### config.mk
export PLATFORM = sky130hd
export DESIGN_NAME = alu_flags_wb
export DESIGN_NICKNAME = d
export VERILOG_FILES = /design/src/rtl/alu_pkg.sv /design/src/rtl/alu_op_decode.sv /design/src/rtl/alu_flags_wb.sv
export SDC_FILE = /design/constraint.sdc
export NUM_CORES = 1
export LEC_CHECK = 0
export ABC_AREA = 1
export CORE_AREA = 2 2 80 121
export DETAILED_ROUTE_END_ITERATION = 16
export DIE_AREA = 0 0 82 123
export PLACE_DENSITY = 0.76
export SKIP_CTS_REPAIR_TIMING = 1
export SYNTH_ARGS = -nofsm -noshare
export SYNTH_HDL_FRONTEND = slang
export SYNTH_SLANG_ARGS = --single-unit
### constraint.sdc
create_clock -name clk -period 1.92 [get_ports clk]
set_input_delay 0.384 -clock clk [delete_from_list [all_inputs] [get_ports clk]]
set_output_delay 0.384 -clock clk [all_outputs]
set_load 0.1 [all_outputs]
### src/rtl/alu_pkg.sv
// rtl/alu_pkg.sv - opcode constants, status bit positions and legality check for the alu wrapper
package alu_pkg;

   localparam int DATA_W = 16;

   localparam logic [4:0] INC = 5'b00001;
   localparam logic [4:0] DEC = 5'b00011;
   localparam logic [4:0] ADD = 5'b00100;
   localparam logic [4:0] ADC = 5'b00101;
   localparam logic [4:0] SUB = 5'b00110;
   localparam logic [4:0] SBB = 5'b00111;
   localparam logic [4:0] AND = 5'b01000;
   localparam logic [4:0] OR  = 5'b01001;
   localparam logic [4:0] XOR = 5'b01010;
   localparam logic [4:0] NOT = 5'b01011;
   localparam logic [4:0] SHL = 5'b10000;
   localparam logic [4:0] SHR = 5'b10001;
   localparam logic [4:0] SAL = 5'b10010;
   localparam logic [4:0] SAR = 5'b10011;
   localparam logic [4:0] ROL = 5'b10100;
   localparam logic [4:0] ROR = 5'b10101;
   localparam logic [4:0] RCL = 5'b10110;
   localparam logic [4:0] RCR = 5'b10111;

   localparam int CF_B = 5;
   localparam int ZF_B = 4;
   localparam int NF_B = 3;
   localparam int VF_B = 2;
   localparam int PF_B = 1;
   localparam int AF_B = 0;

   // ZF and PF set: what the alu reports for 0 op 0 with opcode 00000
   localparam logic [5:0] FLAGS_RST = 6'b010010;

   // Holes in the opcode map: 00010, 011xx and 11xxx. 00000 is a legal pass-through.
   function automatic logic op_is_legal(input logic [4:0] op);
      logic legal;
      legal = 1'b1;
      if (op == 5'b00010)
         legal = 1'b0;
      if (op[4:2] == 3'b011)
         legal = 1'b0;
      if (op[4:3] == 2'b11)
         legal = 1'b0;
      return legal;
   endfunction

endpackage

### src/rtl/alu_op_decode.sv
// rtl/alu_op_decode.sv - combinational opcode legality decode
module alu_op_decode
   import alu_pkg::*;
(
   input  logic [4:0] op_i,
   output logic       legal_o
);

   assign legal_o = op_is_legal(op_i);

endmodule

### src/rtl/alu_flags_wb.sv
// rtl/alu_flags_wb.sv - registered handshake stage around the combinational alu with ACC and FLAGS state
module alu_flags_wb
   import alu_pkg::*;
#(
   parameter int         DATA_W    = 16,
   parameter int         CNT_W     = 16,
   parameter logic [5:0] FLAGS_RST = alu_pkg::FLAGS_RST
)(
   input  logic              clk,
   input  logic              rst,
   input  logic              in_valid,
   output logic              in_ready,
   input  logic [4:0]        in_op,
   input  logic [DATA_W-1:0] in_a,
   input  logic [DATA_W-1:0] in_b,
   input  logic              in_cin,
   input  logic              in_use_acc,
   input  logic              in_use_cf,
   input  logic              in_wr_acc,
   output logic [DATA_W-1:0] alu_a,
   output logic [DATA_W-1:0] alu_b,
   output logic [4:0]        alu_f,
   output logic              alu_cin,
   input  logic [DATA_W-1:0] alu_result,
   input  logic [5:0]        alu_status,
   output logic              out_valid,
   input  logic              out_ready,
   output logic [DATA_W-1:0] out_result,
   output logic [5:0]        out_status,
   output logic              out_err,
   output logic [DATA_W-1:0] acc,
   output logic [5:0]        flags,
   output logic [CNT_W-1:0]  op_count
);

   logic [DATA_W-1:0] acc_q;
   logic [5:0]        flags_q;
   logic [CNT_W-1:0]  cnt_q;
   logic              out_valid_q;
   logic [DATA_W-1:0] out_result_q;
   logic [5:0]        out_status_q;
   logic              out_err_q;

   logic              legal;
   logic              accept;

   alu_op_decode u_decode (
      .op_i    (in_op),
      .legal_o (legal)
   );

   // Operand selection: ACC and FLAGS.CF are the registered values, so a
   // dependent op issued the cycle after its producer sees the update directly.
   always_comb begin
      alu_a   = in_use_acc ? acc_q : in_a;
      alu_b   = in_b;
      alu_f   = in_op;
      alu_cin = in_use_cf ? flags_q[CF_B] : in_cin;
   end

   // The output slot is free when empty or being drained this cycle; never ready in reset.
   assign in_ready = !rst && (!out_valid_q || out_ready);
   assign accept   = in_valid && in_ready;

   // Output slot, architectural state and op counter update on the accept edge.
   always_ff @(posedge clk or posedge rst) begin
      if (rst) begin
         acc_q        <= '0;
         flags_q      <= FLAGS_RST;
         cnt_q        <= '0;
         out_valid_q  <= 1'b0;
         out_result_q <= '0;
         out_status_q <= '0;
         out_err_q    <= 1'b0;
      end else if (accept) begin
         out_valid_q  <= 1'b1;
         out_result_q <= alu_result;
         out_status_q <= alu_status;
         out_err_q    <= !legal;
         if (legal) begin
            flags_q <= alu_status;
            cnt_q   <= cnt_q + 1'b1;
            if (in_wr_acc)
               acc_q <= alu_result;
         end
      end else if (out_ready) begin
         out_valid_q <= 1'b0;
      end
   end

   assign out_valid  = out_valid_q;
   assign out_result = out_result_q;
   assign out_status = out_status_q;
   assign out_err    = out_err_q;
   assign acc        = acc_q;
   assign flags      = flags_q;
   assign op_count   = cnt_q;

endmodule

==> results of run 1 <==
-- routing by layer --
| metal | global-route usage, % | vias up | wire length, µm |
|---|---|---|---|
| met5 | 0 | - | 0 |
| met4 | 5.63 | 0 | 140 |
| met2 | 29.7 | 117 | 4500 |
| li1 | - | 1333 | - |
| met3 | 5.84 | 17 | 716 |
| met1 | 16.6 | 1253 | 2880 |
-- worst max-delay path: stages --
cell	delay [ps]
clkdlybuf4s50_1	460
mux2_2	350
buf_12	170
-- stage by stage --
step,setup WS (ps),util [%]
floorplan,-219,-
global placement,-62.7,55.1
detailed placement,-79.5,55.1
CTS,-84.1,58.4
global route,137,58.7
finish,168,58.7
-- kinds of logic after synthesis --
logic type	count (synthesis)	synth area share (%)
flops	62	48.7
compound gates	49	10.4
buf+inv	75	12.9
mux	17	6.00
fa+ha+maj	1	0.392
xor+xnor	8	2.20
simple gates	141	19.4
-- power by group through the flow --
stage | clock network, µW | registers [µW] | logic (µW)
after CTS | 1600 | 1820 | 3860
after global placement | 0 | 1820 | 3820
final | 1550 | 1820 | 3840
after global routing | 1680 | 1850 | 3970
after detailed placement | 0 | 1840 | 3850
after floorplan | 0 | 3460 | 1120
-- synth_stat cells (all sizes together) --
library cell and instances:
a21oi 2, buf 34, clkbuf 1, dfrtp 60, dfstp 2, ha 1
inv 40, mux2 17, nand2 103, nand3 10, nand4 8, nor2 20
o21ai 47, xnor2 5, xor2 3
-- final timing paths --
path                                     from       endpoint
worst max-delay path                in_use_cf        alu_cin
worst min-delay path            out_status[4]  out_status[4]
worst max register to register    op_count[0]    op_count[8]
worst min register to register  out_status[4]  out_status[4]
max in group asynchronous                 rst  out_result[5]
min in group asynchronous                 rst      out_valid
-- layout make-up --
type	instances	area (µm²)	share of cell area (%)
inverters	40	154	2.90
clock inverters	5	50.0	0.943
well taps	112	140	2.64
clock buffers	11	243	4.58
flip-flops and latches	62	1550	29.3
repair buffers	146	1930	36.4
multi-input cells	216	1230	23.3
-- registers in the layout, indices dropped and copies added (netlist names) --
name	cells
acc	16
op_count	16
out_result	16
flags	6
out_status	6
out_err	1
out_valid	1
==> impl_metrics.prom, run 1 <==
# TYPE chip_impl_metric gauge
chip_impl_info{name="run_status",value="finished clean"} 1
chip_impl_metric{name="io_buffers",unit=""} 135
chip_impl_info{name="ys_top_cells_by_area",value="dfrtp_1 47%, nand2_1 12%, o21ai_2 6.3%"} 1
chip_impl_metric{name="cts_max_level",unit=""} 3
chip_impl_info{name="mostFrequentLayoutCells",value="98 x nand2_1, 60 x dfrtp_1, 55 x buf_12"} 1
chip_impl_metric{name="floorplan.die.width",unit="µm"} 82
chip_impl_metric{name="place.gp.congestion",unit=""} 0.853
chip_impl_info{name="tritoncts",value="yes"} 1
chip_impl_metric{name="ys_types",unit=""} 27
chip_impl_metric{name="power_switching",unit="µW"} 3490
chip_impl_metric{name="totalNegativeSetupSlack",unit="ps"} 0
chip_impl_metric{name="clk_latency",unit="ps"} 320
chip_impl_metric{name="cell_depth_of_the_worst_min_delay_path",unit=""} 2
chip_impl_metric{name="clkPwrFrac",unit="%"} 21.5
chip_impl_metric{name="max-cap-violations",unit=""} 0
chip_impl_metric{name="power_leakage",unit="µW"} 0.00248
chip_impl_metric{name="placedInstanceArea",unit="µm²"} 4980
chip_impl_metric{name="power_frac_seq",unit="%"} 25.2
chip_impl_metric{name="drtAntennaViolNets",unit=""} 0
chip_impl_metric{name="share_of_layout_cells_above_drive_strength_1",unit="%"} 34.8
chip_impl_info{name="rsz0062_at_grt",value="no"} 1
chip_impl_metric{name="grt_util_all_layers",unit="%"} 16.2
chip_impl_metric{name="fp-row-count",unit=""} 43
chip_impl_metric{name="total_wirelength_of_the_detailed_routed_design",unit="mm"} 8.24
chip_impl_metric{name="grt_pass1_wl",unit="mm"} 12.5
chip_impl_metric{name="io_pins",unit=""} 168
chip_impl_metric{name="violation_count_after_the_first_detailed_route_iteration",unit=""} 115
chip_impl_metric{name="synthesis.nets",unit=""} 421
chip_impl_metric{name="setup_viol_count_final",unit=""} 0
chip_impl_metric{name="dp.cells",unit=""} 575
chip_impl_metric{name="vdd.ir_drop.worst",unit="V"} 0.00133
chip_impl_metric{name="n_antenna_cell",unit=""} 0
chip_impl_metric{name="clock_slew_at_reported_path_ffs",unit="ps"} 50
chip_impl_metric{name="netlist_instances",unit=""} 353
chip_impl_info{name="start_kind",value="input pin"} 1
chip_impl_metric{name="place_hpwl",unit="mm"} 6.22
chip_impl_metric{name="worst_ep_arrival_time",unit="ps"} 1370
chip_impl_metric{name="nFillCells",unit=""} 761
chip_impl_metric{name="fin_worst_hold_slack",unit="ps"} 485
chip_impl_metric{name="internal-power",unit="µW"} 3720
chip_impl_metric{name="standard_cell_core_area",unit="µm²"} 9040
chip_impl_metric{name="minimum_clock_period",unit="ps"} 1750
chip_impl_metric{name="power.density",unit="nW/µm²"} 1360
chip_impl_metric{name="finalHoldViolCount",unit=""} 0
chip_impl_metric{name="synth.top_cell.area_share",unit="%"} 47.1
chip_impl_metric{name="r2r_cells",unit=""} 7
chip_impl_metric{name="skew",unit="ps"} 6.16
chip_impl_metric{name="comb_power_share",unit="%"} 53.2
chip_impl_metric{name="switching_share",unit="%"} 48.4
chip_impl_metric{name="largest_net_degree_at_the_start_of_global_routing",unit=""} 63
chip_impl_metric{name="fmax",unit="GHz"} 0.571
chip_impl_metric{name="die_y_extent",unit="µm"} 123
chip_impl_metric{name="final_nets",unit=""} 543
chip_impl_metric{name="slew_violations",unit=""} 0
chip_impl_info{name="synth_area_leader_cell",value="dfrtp_1"} 1
chip_impl_info{name="most_common_cell_after_layout_fill_and_taps_aside",value="nand2_1"} 1
chip_impl_info{name="kind_of_critical_path",value="in2out"} 1
chip_impl_metric{name="syn_to_final_growth",unit="%"} 66.3
chip_impl_metric{name="synth_sequential_area_ratio",unit="%"} 48.7
chip_impl_metric{name="instances_no_fill",unit=""} 592
chip_impl_metric{name="finalInstanceArea",unit="µm²"} 5310
chip_impl_metric{name="synth.cell_area",unit="µm²"} 3190
chip_impl_metric{name="report.power.total",unit="µW"} 7200
chip_impl_metric{name="clk_path_buf_depth",unit=""} 2
chip_impl_metric{name="via_count",unit=""} 2720
chip_impl_metric{name="antenna_found_initial",unit=""} 0
chip_impl_metric{name="detail_route.wl_per_cell",unit="µm"} 13.9
chip_impl_metric{name="synth_seq_cells",unit=""} 62
chip_impl_metric{name="grt_pass1_vias",unit=""} 2642
chip_impl_info{name="ctsRootBufferMaster",value="clkbuf_16"} 1
chip_impl_metric{name="initial_core_util",unit="%"} 35.3
chip_impl_metric{name="worst_ep_required_time",unit="ps"} 1540
chip_impl_metric{name="timing.final.crit_share",unit="%"} 91.2
chip_impl_metric{name="firstDrtPassIters",unit=""} 4
chip_impl_metric{name="worst-r2r-setup-slack",unit="ps"} 380
chip_impl_metric{name="cts-buffers-inserted",unit=""} 9
chip_impl_metric{name="max-slew-margin-rel",unit="%"} 47.4
chip_impl_metric{name="post_synth.cell_area_avg",unit="µm²"} 9.04
chip_impl_metric{name="post-route-drc-count",unit=""} 0
chip_impl_info{name="hold_class",value="reg2reg"} 1
chip_impl_metric{name="synth_warnings",unit=""} 0
chip_impl_metric{name="worstPathMaxFanout",unit=""} 1
chip_impl_metric{name="worst_slew_pin_slew",unit="ps"} 789
chip_impl_metric{name="dieArea",unit="µm²"} 10100
chip_impl_metric{name="detail_route.vias_per_cell",unit=""} 4.59
chip_impl_metric{name="gr-total-overflow",unit=""} 0
chip_impl_metric{name="cts.sink_count",unit=""} 62
chip_impl_info{name="endpoint_kind",value="output pin"} 1
Power figures use the tool's default switching activity.
==> run 2, diff against run 1 <==
- SETUP_SLACK_MARGIN: default -> 0.3
==> impl_metrics.prom, run 2 (same netlist as run 1, synthesis figures left out) <==
# TYPE chip_impl_metric gauge
chip_impl_metric{name="met1Wirelength",unit="mm"} 3.12
chip_impl_info{name="worst_setup_path_startpoint",value="in_a[4]"} 1
chip_impl_metric{name="slew_violations",unit=""} 0
chip_impl_metric{name="total_wirelength_of_the_detailed_routed_design",unit="mm"} 8.67
chip_impl_metric{name="worst_ep_arrival_time",unit="ps"} 1260
chip_impl_metric{name="share_of_layout_cells_above_drive_strength_1",unit="%"} 37.7
chip_impl_metric{name="worstPathMaxFanout",unit=""} 1
chip_impl_metric{name="vdd.ir_drop.worst",unit="V"} 0.00130
chip_impl_metric{name="place.gp.congestion",unit=""} 0.808
chip_impl_metric{name="worst_ep_required_time",unit="ps"} 1540
chip_impl_info{name="standard_cell_with_the_maximum_stage_delay_on_the_critical_path",value="clkdlybuf4s50_1"} 1
chip_impl_metric{name="skew",unit="ps"} 6.92
chip_impl_metric{name="slowest_delay",unit="ps"} 400
chip_impl_metric{name="place_hpwl",unit="mm"} 6.28
chip_impl_metric{name="syn_to_final_growth",unit="%"} 70.8
chip_impl_metric{name="io_pins",unit=""} 168
chip_impl_metric{name="detail_route.wl_per_cell",unit="µm"} 14.5
chip_impl_metric{name="antenna_found_initial",unit=""} 0
chip_impl_metric{name="fp-row-count",unit=""} 43
chip_impl_metric{name="instances_no_fill",unit=""} 598
chip_impl_metric{name="worst_slew_pin_slew",unit="ps"} 793
chip_impl_info{name="rsz0062_at_grt",value="yes"} 1
chip_impl_metric{name="n_antenna_cell",unit=""} 0
chip_impl_metric{name="standard_cell_core_area",unit="µm²"} 9040
chip_impl_metric{name="crit_buf_inv",unit=""} 2
chip_impl_metric{name="setup_viol_count_final",unit=""} 0
chip_impl_info{name="start_kind",value="input pin"} 1
chip_impl_metric{name="detailedPlace.worstSlack",unit="ps"} -71.0
chip_impl_metric{name="violation_count_after_the_first_detailed_route_iteration",unit=""} 79
chip_impl_info{name="hold_path_startpoint",value="out_ready"} 1
chip_impl_info{name="mostFrequentLayoutCells",value="96 x nand2_1, 56 x dfrtp_1, 51 x buf_12"} 1
chip_impl_metric{name="dr_wl_met3",unit="µm"} 714
chip_impl_metric{name="grt_util_all_layers",unit="%"} 16.9
chip_impl_info{name="run_status",value="finished clean"} 1
chip_impl_metric{name="detail_route.vias_per_cell",unit=""} 4.66
chip_impl_metric{name="minimum_clock_period",unit="ps"} 1650
chip_impl_metric{name="power.density",unit="nW/µm²"} 1370
chip_impl_info{name="highest_layer",value="met4"} 1
chip_impl_metric{name="grt_pass1_vias",unit=""} 2736
chip_impl_metric{name="gr-total-overflow",unit=""} 0
chip_impl_metric{name="clock_slew_at_reported_path_ffs",unit="ps"} 50
chip_impl_metric{name="cts-buffers-inserted",unit=""} 9
chip_impl_info{name="hold_class",value="in2reg"} 1
chip_impl_metric{name="final_nets",unit=""} 549
chip_impl_metric{name="timing.final.crit_share",unit="%"} 85.7
chip_impl_info{name="cpLargestDelayFamily",value="buffers and inverters"} 1
chip_impl_metric{name="clk_latency",unit="ps"} 320
chip_impl_metric{name="max-cap-violations",unit=""} 0
chip_impl_metric{name="fin_worst_hold_slack",unit="ps"} 444
chip_impl_metric{name="clk_path_buf_depth",unit=""} 2
chip_impl_metric{name="floorplan.die.width",unit="µm"} 82
chip_impl_metric{name="max-slew-margin-rel",unit="%"} 47.1
chip_impl_metric{name="power_leakage",unit="µW"} 0.00270
chip_impl_metric{name="finalHoldViolCount",unit=""} 0
chip_impl_info{name="most_common_cell_after_layout_fill_and_taps_aside",value="nand2_1"} 1
chip_impl_metric{name="dieArea",unit="µm²"} 10100
chip_impl_metric{name="initial_core_util",unit="%"} 35.3
chip_impl_metric{name="wire_length_on_met2",unit="mm"} 4.66
chip_impl_metric{name="grt_pass1_wl",unit="mm"} 13.0
chip_impl_info{name="kind_of_critical_path",value="in2out"} 1
chip_impl_metric{name="via_count",unit=""} 2788
chip_impl_metric{name="largest_net_degree_at_the_start_of_global_routing",unit=""} 63
chip_impl_metric{name="cts.sink_count",unit=""} 62
chip_impl_metric{name="drtAntennaViolNets",unit=""} 0
chip_impl_info{name="ctsRootBufferMaster",value="clkbuf_16"} 1
chip_impl_info{name="regToRegStartpoint",value="op_count[0]"} 1
chip_impl_metric{name="nFillCells",unit=""} 726
chip_impl_metric{name="cts_max_level",unit=""} 3
chip_impl_info{name="tritoncts",value="yes"} 1
chip_impl_metric{name="firstDrtPassIters",unit=""} 4
chip_impl_metric{name="dp.cells",unit=""} 576
chip_impl_metric{name="die_y_extent",unit="µm"} 123
chip_impl_metric{name="fmax",unit="GHz"} 0.608
chip_impl_info{name="endpoint_kind",value="output pin"} 1
chip_impl_metric{name="setup_ws",unit="ps"} 274
chip_impl_metric{name="post-route-drc-count",unit=""} 0
chip_impl_info{name="crit_path_cell_trace",value="clkdlybuf4s50_1 -> mux2_2 -> buf_12"} 1
chip_impl_metric{name="io_buffers",unit=""} 135
run 2: cell count changes in the layout (fill, tap and decap cells not counted), moves of 10 or more:
cell	previous run	this run
dlymetal6s2s_1	1	17
o21ai_1	2	23
clkdlybuf4s50_1	49	32
mux2_2	17	3
o21ai_0	22	1
mux2_4	0	14
buf_4	40	50
run 2: layout make-up:
class | count | area (µm²) | share of cell area, %
Inverter | 40 | 154 | 2.82
Clock buffer | 13 | 260 | 4.78
Tap cell | 112 | 140 | 2.57
Clock inverter | 3 | 67.6 | 1.24
Timing Repair Buffer | 152 | 1960 | 36.0
Multi-Input combinational cell | 216 | 1310 | 24.0
Sequential cell | 62 | 1560 | 28.6
run 2: worst paths after layout:
path	endpoint	slack, ps	cells after the start
setup / recovery	alu_a[4]	270	3
hold / removal	out_valid	440	4
setup reg to reg	op_count[8]	440	7
hold reg to reg	flags[0]	490	2
max in group asynchronous	acc[0]	910	3
min in group asynchronous	op_count[4]	460	3
run 2: per-stage QoR:
stage | util, % | total power [µW] | cell area (µm²) | setup TNS [ps]
6_report | 60.3 | 7470 | 5450 | 0
3_3_place_gp | 54.9 | 5610 | 4960 | -888
2_1_floorplan | - | 4610 | 3260 | -12310
4_1_cts | 58.5 | 7440 | 5290 | -910
5_1_grt | 60.3 | 7730 | 5450 | 0
3_5_place_dp | 54.9 | 5670 | 4960 | -1010
run 2: tightest hold or removal path, stage by stage:
cell	delay, ps
dlymetal6s2s_1	100
inv_2	50
nand2_1	110
nand2_1	70
run 2: where the power goes:
group	internal [µW]	total, µW	switching, µW
Clock	1210	1750	540
Combinational	1170	3900	2730
Sequential	1550	1830	271
run 2: metal layers:
metal	vias up	track usage (%)
met5	-	0
met4	0	7.29
met3	15	5.40
met2	107	29.8
met1	1312	18.1
li1	1354	-
==> run 3, diff against run 2 <==
--- a/config.mk
+++ b/config.mk
@@ -14,2 +14,3 @@
 export SKIP_CTS_REPAIR_TIMING = 1
+export SLEW_MARGIN = 20
 export SYNTH_ARGS = -nofsm -noshare
--- a/constraint.sdc
+++ b/constraint.sdc
@@ -3,2 +3,2 @@
 set_output_delay 0.384 -clock clk [all_outputs]
-set_load 0.1 [all_outputs]
+set_load 0.05 [all_outputs]
==> impl_metrics.prom, run 3 (same netlist as run 1, synthesis figures left out) <==
# TYPE chip_impl_metric gauge
chip_impl_metric{name="max-cap-violations",unit=""} 0
chip_impl_metric{name="largest_net_degree_at_the_start_of_global_routing",unit=""} 63
chip_impl_metric{name="worst_ep_arrival_time",unit="ps"} 1280
chip_impl_metric{name="placedInstanceArea",unit="µm²"} 4470
chip_impl_metric{name="timing.final.crit_share",unit="%"} 86.6
chip_impl_metric{name="cts_max_level",unit=""} 3
chip_impl_metric{name="worst-r2r-setup-slack",unit="ps"} 470
chip_impl_metric{name="clk_latency",unit="ps"} 320
chip_impl_metric{name="clock_slew_at_reported_path_ffs",unit="ps"} 50
chip_impl_info{name="endpoint_kind",value="output pin"} 1
chip_impl_info{name="rsz0062_at_grt",value="yes"} 1
chip_impl_info{name="run_status",value="finished clean"} 1
chip_impl_metric{name="place_hpwl",unit="mm"} 5.95
chip_impl_metric{name="total_wirelength_of_the_detailed_routed_design",unit="mm"} 8.46
chip_impl_metric{name="power_leakage",unit="µW"} 0.00278
chip_impl_metric{name="power.density",unit="nW/µm²"} 1130
chip_impl_info{name="kind_of_critical_path",value="in2out"} 1
chip_impl_metric{name="grt_pass1_wl",unit="mm"} 12.6
chip_impl_info{name="hold_class",value="in2reg"} 1
chip_impl_metric{name="place.gp.congestion",unit=""} 0.832
chip_impl_metric{name="fmax",unit="GHz"} 0.602
chip_impl_metric{name="io_pins",unit=""} 168
chip_impl_metric{name="detail_route.vias_per_cell",unit=""} 4.66
chip_impl_metric{name="area.sequential",unit="µm²"} 1550
chip_impl_metric{name="io_buffers",unit=""} 135
chip_impl_metric{name="fp-row-count",unit=""} 43
chip_impl_metric{name="worst_ep_required_time",unit="ps"} 1540
chip_impl_metric{name="finalInstanceArea",unit="µm²"} 5020
chip_impl_metric{name="minimum_clock_period",unit="ps"} 1660
chip_impl_metric{name="post-route-drc-count",unit=""} 0
chip_impl_metric{name="final_nets",unit=""} 542
chip_impl_metric{name="detailedPlace.worstSlack",unit="ps"} -62.1
chip_impl_metric{name="setup_viol_count_final",unit=""} 0
chip_impl_metric{name="nFillCells",unit=""} 803
chip_impl_metric{name="detail_route.wl_per_cell",unit="µm"} 14.3
chip_impl_metric{name="antenna_found_initial",unit=""} 1
chip_impl_metric{name="report.power.total",unit="µW"} 5690
chip_impl_metric{name="drtAntennaViolNets",unit=""} 0
chip_impl_info{name="start_kind",value="input pin"} 1
chip_impl_metric{name="cts.sink_count",unit=""} 62
chip_impl_metric{name="die_y_extent",unit="µm"} 123
chip_impl_metric{name="standard_cell_core_area",unit="µm²"} 9040
chip_impl_metric{name="totalNegativeSetupSlack",unit="ps"} 0
chip_impl_metric{name="grt_pass1_vias",unit=""} 2684
chip_impl_metric{name="share_of_layout_cells_above_drive_strength_1",unit="%"} 28.2
chip_impl_info{name="tritoncts",value="yes"} 1
chip_impl_metric{name="violation_count_after_the_first_detailed_route_iteration",unit=""} 77
chip_impl_metric{name="dieArea",unit="µm²"} 10100
chip_impl_metric{name="initial_core_util",unit="%"} 35.3
chip_impl_info{name="most_common_cell_after_layout_fill_and_taps_aside",value="nand2_1"} 1
chip_impl_metric{name="vdd.ir_drop.worst",unit="V"} 0.000976
chip_impl_info{name="mostFrequentLayoutCells",value="98 x nand2_1, 60 x dfrtp_1, 42 x dlymetal6s2s_1"} 1
chip_impl_metric{name="finalHoldViolCount",unit=""} 0
chip_impl_metric{name="firstDrtPassIters",unit=""} 4
chip_impl_metric{name="floorplan.die.width",unit="µm"} 82
chip_impl_metric{name="worstPathMaxFanout",unit=""} 1
chip_impl_metric{name="skew",unit="ps"} 4.16
chip_impl_info{name="ctsRootBufferMaster",value="clkbuf_16"} 1
chip_impl_metric{name="worst_slew_pin_slew",unit="ps"} 796
chip_impl_metric{name="clk_path_buf_depth",unit=""} 2
chip_impl_metric{name="via_count",unit=""} 2761
chip_impl_metric{name="setup_ws",unit="ps"} 258
chip_impl_metric{name="gr-total-overflow",unit=""} 0
chip_impl_metric{name="slew_violations",unit=""} 0
chip_impl_metric{name="multi_input_area",unit="µm²"} 1250
chip_impl_metric{name="max-slew-margin-rel",unit="%"} 46.9
chip_impl_metric{name="grt_util_all_layers",unit="%"} 16.3
chip_impl_metric{name="syn_to_final_growth",unit="%"} 57.2
chip_impl_metric{name="fin_worst_hold_slack",unit="ps"} 433
chip_impl_metric{name="cts-buffers-inserted",unit=""} 9
==> run 3: changes by cell type in the layout (fill, tap and decap cells not counted), moves of 5 or more <==
cell,change
buf_12,-42
buf_4,-16
buf_6,+12
buf_8,+5
clkdlybuf4s50_1,+9
dlymetal6s2s_1,+25
mux2_2,+9
mux2_4,-9
o21ai_0,+21
o21ai_1,-21
==> run 3: metrics by stage <==
step / utilization, % / cells
2_1_floorplan: - / 353
3_3_place_gp: 49.5 / 573
3_5_place_dp: 49.5 / 573
4_1_cts: 52.8 / 589
5_1_grt: 55.5 / 592
6_report: 55.5 / 592
==> run 3: per-layer routing <==
layer	vias up	track usage [%]	wire length (µm)
li1	1348	-	-
met3	14	4.96	632
met4	0	6.98	171
met2	106	29.6	4560
met5	-	0	0
met1	1293	17.0	3100
==> run 3: path summary, 6_finish.rpt <==
path | endpoint | from | cells after the start
max | alu_a[5] | in_a[5] | 3
min | out_valid | out_ready | 4
max reg2reg | op_count[8] | op_count[0] | 7
min reg2reg | flags[0] | flags[0] | 2
max in group asynchronous | op_count[12] | rst | 3
min in group asynchronous | acc[12] | rst | 3
==> run 3: cell type report <==
class,count,area share (%)
antenna,1,0.0499
sequential,62,31.0
inverter,40,3.07
timing repair buffer,145,32.1
multi-input combinational,216,25.0
clock buffer,10,4.76
tap,112,2.79
clock inverter,6,1.22
==> run 3: critical path, stage by stage <==
cell             delay [ps]
clkdlybuf4s50_1         440
mux2_2                  300
buf_6                   160
==> run 3: where the power goes <==
part	switching, µW	internal, µW
logic	1530	820
registers	208	1550
clock network	552	1030
